<file path="config.mk">
export PLATFORM = sky130hd
export DESIGN_NAME = aes_key_schedule_flat
export DESIGN_NICKNAME = d
export VERILOG_FILES = /design/src/rtl/aes_pkg.sv /design/src/rtl/aes_key_schedule_if.sv /design/src/rtl/aes_sbox.sv /design/src/rtl/aes_key_schedule.sv /design/src/flat_wrapper.sv
export SDC_FILE = /design/constraint.sdc
export NUM_CORES = 2
export LEC_CHECK = 0
export ABC_AREA = 1
export CORE_AREA = 8 8 601 603
export DETAILED_ROUTE_END_ITERATION = 8
export DIE_AREA = 0 0 609 611
export PLACE_DENSITY = 0.38
export SYNTH_ARGS = -nofsm -noshare
export SYNTH_HDL_FRONTEND = slang
export SYNTH_SLANG_ARGS = --single-unit
export TNS_END_PERCENT = 30
</file>
<file path="constraint.sdc">
create_clock -name CLK -period 12.7 [get_ports CLK]
set_clock_uncertainty 0.15 [all_clocks]
set_input_delay 2.54 -clock CLK [delete_from_list [all_inputs] [get_ports CLK]]
set_output_delay 2.54 -clock CLK [all_outputs]
set_load 0.05 [all_outputs]
</file>
<file path="src/rtl/aes_pkg.sv">
// aes_pkg: shared AES-128 types, round constants, forward S-box and word helpers
package aes_pkg;
  typedef enum logic [1:0] {IDLE, EXPAND, DONE} ks_state_t;
  localparam int NR = 10;
  localparam int SCHED_W = 128 * (NR + 1);
  localparam logic [7:0] RCON [1:10] = '{8'h01, 8'h02, 8'h04, 8'h08, 8'h10, 8'h20, 8'h40, 8'h80, 8'h1b, 8'h36};
  localparam logic [7:0] SBOX [256] = '{
    8'h63, 8'h7c, 8'h77, 8'h7b, 8'hf2, 8'h6b, 8'h6f, 8'hc5, 8'h30, 8'h01, 8'h67, 8'h2b, 8'hfe, 8'hd7, 8'hab, 8'h76,
    8'hca, 8'h82, 8'hc9, 8'h7d, 8'hfa, 8'h59, 8'h47, 8'hf0, 8'had, 8'hd4, 8'ha2, 8'haf, 8'h9c, 8'ha4, 8'h72, 8'hc0,
    8'hb7, 8'hfd, 8'h93, 8'h26, 8'h36, 8'h3f, 8'hf7, 8'hcc, 8'h34, 8'ha5, 8'he5, 8'hf1, 8'h71, 8'hd8, 8'h31, 8'h15,
    8'h04, 8'hc7, 8'h23, 8'hc3, 8'h18, 8'h96, 8'h05, 8'h9a, 8'h07, 8'h12, 8'h80, 8'he2, 8'heb, 8'h27, 8'hb2, 8'h75,
    8'h09, 8'h83, 8'h2c, 8'h1a, 8'h1b, 8'h6e, 8'h5a, 8'ha0, 8'h52, 8'h3b, 8'hd6, 8'hb3, 8'h29, 8'he3, 8'h2f, 8'h84,
    8'h53, 8'hd1, 8'h00, 8'hed, 8'h20, 8'hfc, 8'hb1, 8'h5b, 8'h6a, 8'hcb, 8'hbe, 8'h39, 8'h4a, 8'h4c, 8'h58, 8'hcf,
    8'hd0, 8'hef, 8'haa, 8'hfb, 8'h43, 8'h4d, 8'h33, 8'h85, 8'h45, 8'hf9, 8'h02, 8'h7f, 8'h50, 8'h3c, 8'h9f, 8'ha8,
    8'h51, 8'ha3, 8'h40, 8'h8f, 8'h92, 8'h9d, 8'h38, 8'hf5, 8'hbc, 8'hb6, 8'hda, 8'h21, 8'h10, 8'hff, 8'hf3, 8'hd2,
    8'hcd, 8'h0c, 8'h13, 8'hec, 8'h5f, 8'h97, 8'h44, 8'h17, 8'hc4, 8'ha7, 8'h7e, 8'h3d, 8'h64, 8'h5d, 8'h19, 8'h73,
    8'h60, 8'h81, 8'h4f, 8'hdc, 8'h22, 8'h2a, 8'h90, 8'h88, 8'h46, 8'hee, 8'hb8, 8'h14, 8'hde, 8'h5e, 8'h0b, 8'hdb,
    8'he0, 8'h32, 8'h3a, 8'h0a, 8'h49, 8'h06, 8'h24, 8'h5c, 8'hc2, 8'hd3, 8'hac, 8'h62, 8'h91, 8'h95, 8'he4, 8'h79,
    8'he7, 8'hc8, 8'h37, 8'h6d, 8'h8d, 8'hd5, 8'h4e, 8'ha9, 8'h6c, 8'h56, 8'hf4, 8'hea, 8'h65, 8'h7a, 8'hae, 8'h08,
    8'hba, 8'h78, 8'h25, 8'h2e, 8'h1c, 8'ha6, 8'hb4, 8'hc6, 8'he8, 8'hdd, 8'h74, 8'h1f, 8'h4b, 8'hbd, 8'h8b, 8'h8a,
    8'h70, 8'h3e, 8'hb5, 8'h66, 8'h48, 8'h03, 8'hf6, 8'h0e, 8'h61, 8'h35, 8'h57, 8'hb9, 8'h86, 8'hc1, 8'h1d, 8'h9e,
    8'he1, 8'hf8, 8'h98, 8'h11, 8'h69, 8'hd9, 8'h8e, 8'h94, 8'h9b, 8'h1e, 8'h87, 8'he9, 8'hce, 8'h55, 8'h28, 8'hdf,
    8'h8c, 8'ha1, 8'h89, 8'h0d, 8'hbf, 8'he6, 8'h42, 8'h68, 8'h41, 8'h99, 8'h2d, 8'h0f, 8'hb0, 8'h54, 8'hbb, 8'h16
  };
  function automatic logic [31:0] rot_word(input logic [31:0] w);
    return {w[23:0], w[31:24]};
  endfunction
endpackage

</file>
<file path="src/rtl/aes_key_schedule_if.sv">
// aes_key_schedule_if: start/key request and busy/done/schedule response between key schedule and AES core
// signals: KS_START, KS_KEY (to schedule); KS_BUSY, KS_DONE, KS_SCHEDULE (from schedule)
interface aes_key_schedule_if;
  import aes_pkg::*;
  logic KS_START;
  logic [127:0] KS_KEY;
  logic KS_BUSY;
  logic KS_DONE;
  logic [SCHED_W-1:0] KS_SCHEDULE;
  modport master (output KS_START, KS_KEY, input KS_BUSY, KS_DONE, KS_SCHEDULE);
  modport slave (input KS_START, KS_KEY, output KS_BUSY, KS_DONE, KS_SCHEDULE);
endinterface

</file>
<file path="src/rtl/aes_sbox.sv">
// aes_sbox: combinational forward AES S-box byte substitution
// ports: in_byte (8b) in, out_byte (8b) out
module aes_sbox
  import aes_pkg::*;
(
  input  logic [7:0] in_byte,
  output logic [7:0] out_byte
);
  assign out_byte = SBOX[in_byte];
endmodule

</file>
<file path="src/rtl/aes_key_schedule.sv">
// aes_key_schedule: sequential AES-128 key expansion, one round key per clock
// ports: CLK, RESET (sync, active high), ks slave modport (KS_START/KS_KEY in, KS_BUSY/KS_DONE/KS_SCHEDULE out)
module aes_key_schedule #(
  parameter int NR = aes_pkg::NR
) (
  input logic CLK,
  input logic RESET,
  aes_key_schedule_if.slave ks
);
  import aes_pkg::*;
  if (NR != 10) begin : g_bad_nr
    $error("aes_key_schedule supports only NR=10");
  end
  ks_state_t state, nxt;
  logic [3:0] ctr;
  logic [127:0] w, nw;
  logic [127:0] rk [0:NR];
  logic [31:0] rw, sw, temp;
  assign rw = rot_word(w[31:0]);
  for (genvar j = 0; j < 4; j++) begin : g_sub
    aes_sbox u_sbox (.in_byte(rw[8*j +: 8]), .out_byte(sw[8*j +: 8]));
  end
  assign temp = sw ^ {RCON[ctr], 24'h0};
  assign nw[127:96] = w[127:96] ^ temp;
  assign nw[95:64] = w[95:64] ^ nw[127:96];
  assign nw[63:32] = w[63:32] ^ nw[95:64];
  assign nw[31:0] = w[31:0] ^ nw[63:32];
  always_comb begin
    nxt = state;
    nxt = state == IDLE ? (ks.KS_START ? EXPAND : IDLE) :
          state == EXPAND ? (ctr == 4'(NR) ? DONE : EXPAND) :
          (ks.KS_START ? DONE : IDLE);
  end
  always_ff @(posedge CLK)
    if (RESET) state <= IDLE;
    else state <= nxt;
  always_ff @(posedge CLK) begin
    if (RESET) begin
      ctr <= '0;
      w <= '0;
      for (int r = 0; r <= NR; r++) rk[r] <= '0;
    end else if (state == IDLE && ks.KS_START) begin
      ctr <= 4'd1;
      w <= ks.KS_KEY;
      rk[0] <= ks.KS_KEY;
      for (int r = 1; r <= NR; r++) rk[r] <= '0;
    end else if (state == EXPAND) begin
      ctr <= ctr + 4'd1;
      w <= nw;
      rk[ctr] <= nw;
    end
  end
  assign ks.KS_BUSY = state == EXPAND;
  assign ks.KS_DONE = state == DONE;
  for (genvar r = 0; r <= NR; r++) begin : g_sched
    assign ks.KS_SCHEDULE[SCHED_W-1-128*r -: 128] = rk[r];
  end
endmodule

</file>
<file path="src/flat_wrapper.sv">
// flat-port wrapper written by rule: the top's interface ports become plain ports
module aes_key_schedule_flat import aes_pkg::*;
#(
  parameter int NR = aes_pkg::NR
)
  (CLK, RESET, ks_KS_START, ks_KS_KEY, ks_KS_BUSY, ks_KS_DONE, ks_KS_SCHEDULE);
  aes_key_schedule_if ks_i ();
  input logic CLK;
  input logic RESET;
  input wire logic [$bits(ks_i.KS_START)-1:0] ks_KS_START;
  input wire logic [$bits(ks_i.KS_KEY)-1:0] ks_KS_KEY;
  output wire logic [$bits(ks_i.KS_BUSY)-1:0] ks_KS_BUSY;
  output wire logic [$bits(ks_i.KS_DONE)-1:0] ks_KS_DONE;
  output wire logic [$bits(ks_i.KS_SCHEDULE)-1:0] ks_KS_SCHEDULE;
  assign ks_i.KS_START = ks_KS_START;
  assign ks_i.KS_KEY = ks_KS_KEY;
  assign ks_KS_BUSY = ks_i.KS_BUSY;
  assign ks_KS_DONE = ks_i.KS_DONE;
  assign ks_KS_SCHEDULE = ks_i.KS_SCHEDULE;
  aes_key_schedule #(.NR(NR)) u_core (.CLK(CLK), .RESET(RESET), .ks(ks_i));
endmodule
</file>
==> summary.txt <==
Status
  – Status: completed

Logic synthesis
  – Combinational family with the most area after synthesis: simple AND/OR/NAND/NOR gates
  – Synth Instances: 7149
  – Synth Area in XOR/XNOR: 0.0996%
  – Post-synthesis area per instance: 9.84 um2
  – Post-Synth Simple-Gate Area: 25.2%
  – Synth top cells by count: nor2_1, edfxtp_1, nand2_1
  – Compound-Gate Fraction of Synth Area: 3.80%
  – YS warnings: 0
  – Post-synthesis mux area share: 0%
  – FFs w/ async S/R, synth: 0%
  – Synth unique cells: 41
  – Post-synth top flop: edfxtp_1
  – Synthesized net count: 7344
  – Synth area leader: edfxtp_1
  – Area contributors post-synth: edfxtp_1, nand3_1, nor2_1
  – Most frequent cell after synthesis: nor2_1
  – Share of the synthesized area in the top cell type: 60.1%
  – Sequential share of the synthesized area: 63.9%
  – Post-synth EDFFs: 1408
  – Post-Synth Adder-Cell Area: 1.15%
  – Post-Syn Area: 70400 um2
  – Flops & latches, synth: 1542

Placed design
  – Routability cong.: 0.958
  – Area after DPL: 90400 um2
  – DP HPWL: 359000 um
  – Port Buffers: 1540

Critical path
  – Crit path buffers/inverters: 4
  – R2r endpoint: u_core.rk[3][23]$_SDFFCE_PN0P_
  – CP peak stage delay: 680 ps
  – CP max-delay cell: clkinv_2
  – Reg2Reg Depth: 19
  – Worst path required time: 13120 ps
  – CP dominant cell by count: nand2_1
  – Top delay family on crit path: simple AND/OR/NAND/NOR gates
  – Kind of critical path: reg2reg
  – Worst EP arrival: 6410 ps
  – Biggest fanout along the worst timing path: 59
  – Cell Chain, Critical Path: buf_4 > clkinv_2 > buf_4 > a21oi_2 > nand2_1 > nand2_1 > nand3_1 > nand2_1 > nand2_1 > nand3_1 > nand3_1 > nand2_1 > buf_4 > nand2_1 > nand3_2 > nand2_2 > nand2_1 > nand2_1 > nor2_1
  – Reg2reg setup slack: 6710 ps
  – Crit. End Element: register
  – Critical Path Source Type: register
  – Reg2Reg Launch Point: u_core.w[11]$_SDFFE_PP0P_

Die
  – Die H: 611 um
  – Chip Width: 609 um
  – Rows: 218
  – Full die area: 372000 um2
  – Initial Util: 20.0%
  – Ports: 1541
  – Total core area: 351000 um2

STA
  – Final Critical Period: 5990 ps
  – Worst-margin pin slew: 1380 ps
  – Max Fclk: 167 MHz
  – Setup TNS: 0 ps
  – Slew Viols, Final: 0
  – Unrepaired setup endpoints after global routing: false
  – Setup violators final: 0
  – Period utilisation layout: 47.2%
  – Count of final hold-check violations: 0
  – Max transition margin: 8.30%

Clock network
  – Clk sink count: 1542
  – Setup bufs post-CTS: 0
  – PostCTS Resize Cnt: 0
  – Clock Tree Root: clkbuf_16
  – Clk slew on worst S/H paths: 60 ps
  – Hold_buf cts: 0
  – Max Buffers Root-to-Sink: 4
  – Number of buffers created by CTS: 186
  – CTS tree: built
  – H-tree levels: 4
  – Clock latency on the worst-skew pair: 860 ps

GRT
  – Initial antenna violation count: 70
  – First-pass GRT wire length: 624000 um
  – Total grt overflow: 0
  – Vias in the first global route: 59800
  – Largest net degree at the start of global routing: 89
  – Gr usage total: 24.7%

Routing
  – DRT iter0 DRCs: 8076
  – Total Wirelength: 485000 um
  – Post-DR wirelength/cell: 36.5 um
  – First drt pass iteration count: 9
  – DRC violations left: 0
  – Vias: 63700
  – Via density: 4.80
  – Post-DRT Antenna Nets: 0

Cells and area
  – Post-route cell area: 96300 um2
  – Fraction of layout cells with a size suffix above 1: 7.62%
  – Final nets: 8675
  – Area Overhead vs Synth: 36.8%

Hold path
  – Hold wc startpoint: u_core.w[120]$_SDFFE_PP0P_
  – WHS Path Cells: 2
  – Worst min-delay path category: reg2reg
  – Hold Crit Endpoint: u_core.w[120]$_SDFFE_PP0P_

Power
  – Pwr dens: 222 nW/um2
  – Max rail drop VDD: 0.129 mV
  – Leakage power total: 36.8 nW

Flow run
  – Max-Cap Viols: 0
[flip-flops by register name, summed over array words and instances (netlist names)]
name,count
u_core.rk,1408
u_core.w,128
u_core.ctr,4
u_core.state,2
[cell usage in the layout, fill, tap and decap left out, types with 5 or more instances in the layout]
| cell | Yosys | final |
|---|---|---|
| o211ai_1 | 17 | 17 |
| xor2_1 | 7 | 7 |
| nand3_4 | 0 | 8 |
| nand3_2 | 22 | 22 |
| inv_1 | 319 | 314 |
| edfxtp_1 | 1408 | 1408 |
| nand3_1 | 1222 | 1214 |
| diode_2 | 0 | 26 |
| nand2_4 | 5 | 19 |
| o21ai_1 | 15 | 15 |
| clkbuf_8 | 0 | 6 |
| a31oi_1 | 72 | 72 |
| clkdlybuf4s50_1 | 0 | 1539 |
| a21oi_2 | 10 | 10 |
| a21oi_1 | 111 | 111 |
| clkbuf_1 | 287 | 39 |
| o21ai_0 | 94 | 94 |
| inv_4 | 7 | 8 |
| o21a_1 | 22 | 22 |
| ha_1 | 63 | 63 |
| inv_2 | 24 | 24 |
| clkbuf_16 | 0 | 187 |
| buf_4 | 38 | 156 |
| clkinv_2 | 0 | 33 |
| dfxtp_1 | 134 | 124 |
| bufinv_16 | 0 | 11 |
| o22ai_1 | 111 | 111 |
| nand3b_1 | 14 | 14 |
| nand4_1 | 22 | 22 |
| dfxtp_2 | 0 | 8 |
| nor2_1 | 1414 | 1410 |
| nand2_1 | 1338 | 1308 |
| nor3_1 | 5 | 5 |
| nor2_2 | 41 | 43 |
| nand2_2 | 75 | 91 |
| clkinv_1 | 8 | 52 |
[layout make-up]
| type | instances | area (um2) |
|---|---|---|
| timing repair buffer | 1699 | 16700 |
| antenna | 26 | 65.1 |
| fill | 37000 | 255000 |
| clock buffer | 232 | 4910 |
| inverter | 358 | 1370 |
| multi-input combinational | 4693 | 21600 |
| clock inverter | 102 | 938 |
| sequential | 1542 | 45000 |
| tap | 4620 | 5780 |
[cell families (layout without fill, tap and decap cells)]
logic type	after synthesis	after routing
and+or+nand+nor	4164	4164
DFF	1542	1542
buffers and inverters	914	2391
AOI/OAI and AO/OA	457	457
adders and majority gates	64	64
xor gates and xnor gates	8	8
other	0	26
[worst min-delay path: stages, from the launching register on]
cell and delay, ps:
dfxtp_1 310, nand2_1 60, a31oi_1 70
[through the flow]
stage / hold WS [ps] / util [%] / setup slack (ps) / cells / total power, mW
after global placement: 326 / 25.7 / 6250 / 12900 / 16.3
after floorplan: 313 / - / 5390 / 7149 / 10.9
after CTS: 344 / 27.4 / 6870 / 13200 / 21.5
after global routing: 371 / 27.4 / 6550 / 13300 / 22.0
final: 345 / 27.4 / 6710 / 13300 / 21.4
after detailed placement: 335 / 25.7 / 6150 / 12900 / 16.2
[layer usage]
layer / GRT usage, % / vias to the layer above / routed length, um
li1: - / 27000 / -
met1: 30.4 / 32800 / 193000
met2: 41.5 / 3351 / 233000
met3: 4.91 / 599 / 34000
met4: 11.5 / 2 / 25400
met5: 0 / - / 16
[how the worst max path moves through the flow]
stage	from	endpoint	slack, ps	cells after the start
floorplan	RESET	u_core.rk[0][0]$_DFFE_PP_	5390	8
global placement	RESET	u_core.rk[3][23]$_SDFFCE_PN0P_	6250	6
detailed placement	RESET	u_core.rk[3][23]$_SDFFCE_PN0P_	6150	6
CTS	u_core.w[11]$_SDFFE_PP0P_	u_core.rk[3][23]$_SDFFCE_PN0P_	6870	19
global route	u_core.w[11]$_SDFFE_PP0P_	u_core.rk[3][23]$_SDFFCE_PN0P_	6550	19
finish	u_core.w[11]$_SDFFE_PP0P_	u_core.rk[3][23]$_SDFFCE_PN0P_	6710	19
[power breakdown]
part | switching, mW | total, mW | internal, mW | leakage (nW)
combinational | 8.00 | 9.77 | 1.78 | 17.5
clock | 2.34 | 5.32 | 2.98 | 2.86
sequential | 0.272 | 6.29 | 6.01 | 16.4
total | 10.6 | 21.4 | 10.8 | 36.8
(Power assumes the default switching activity.)
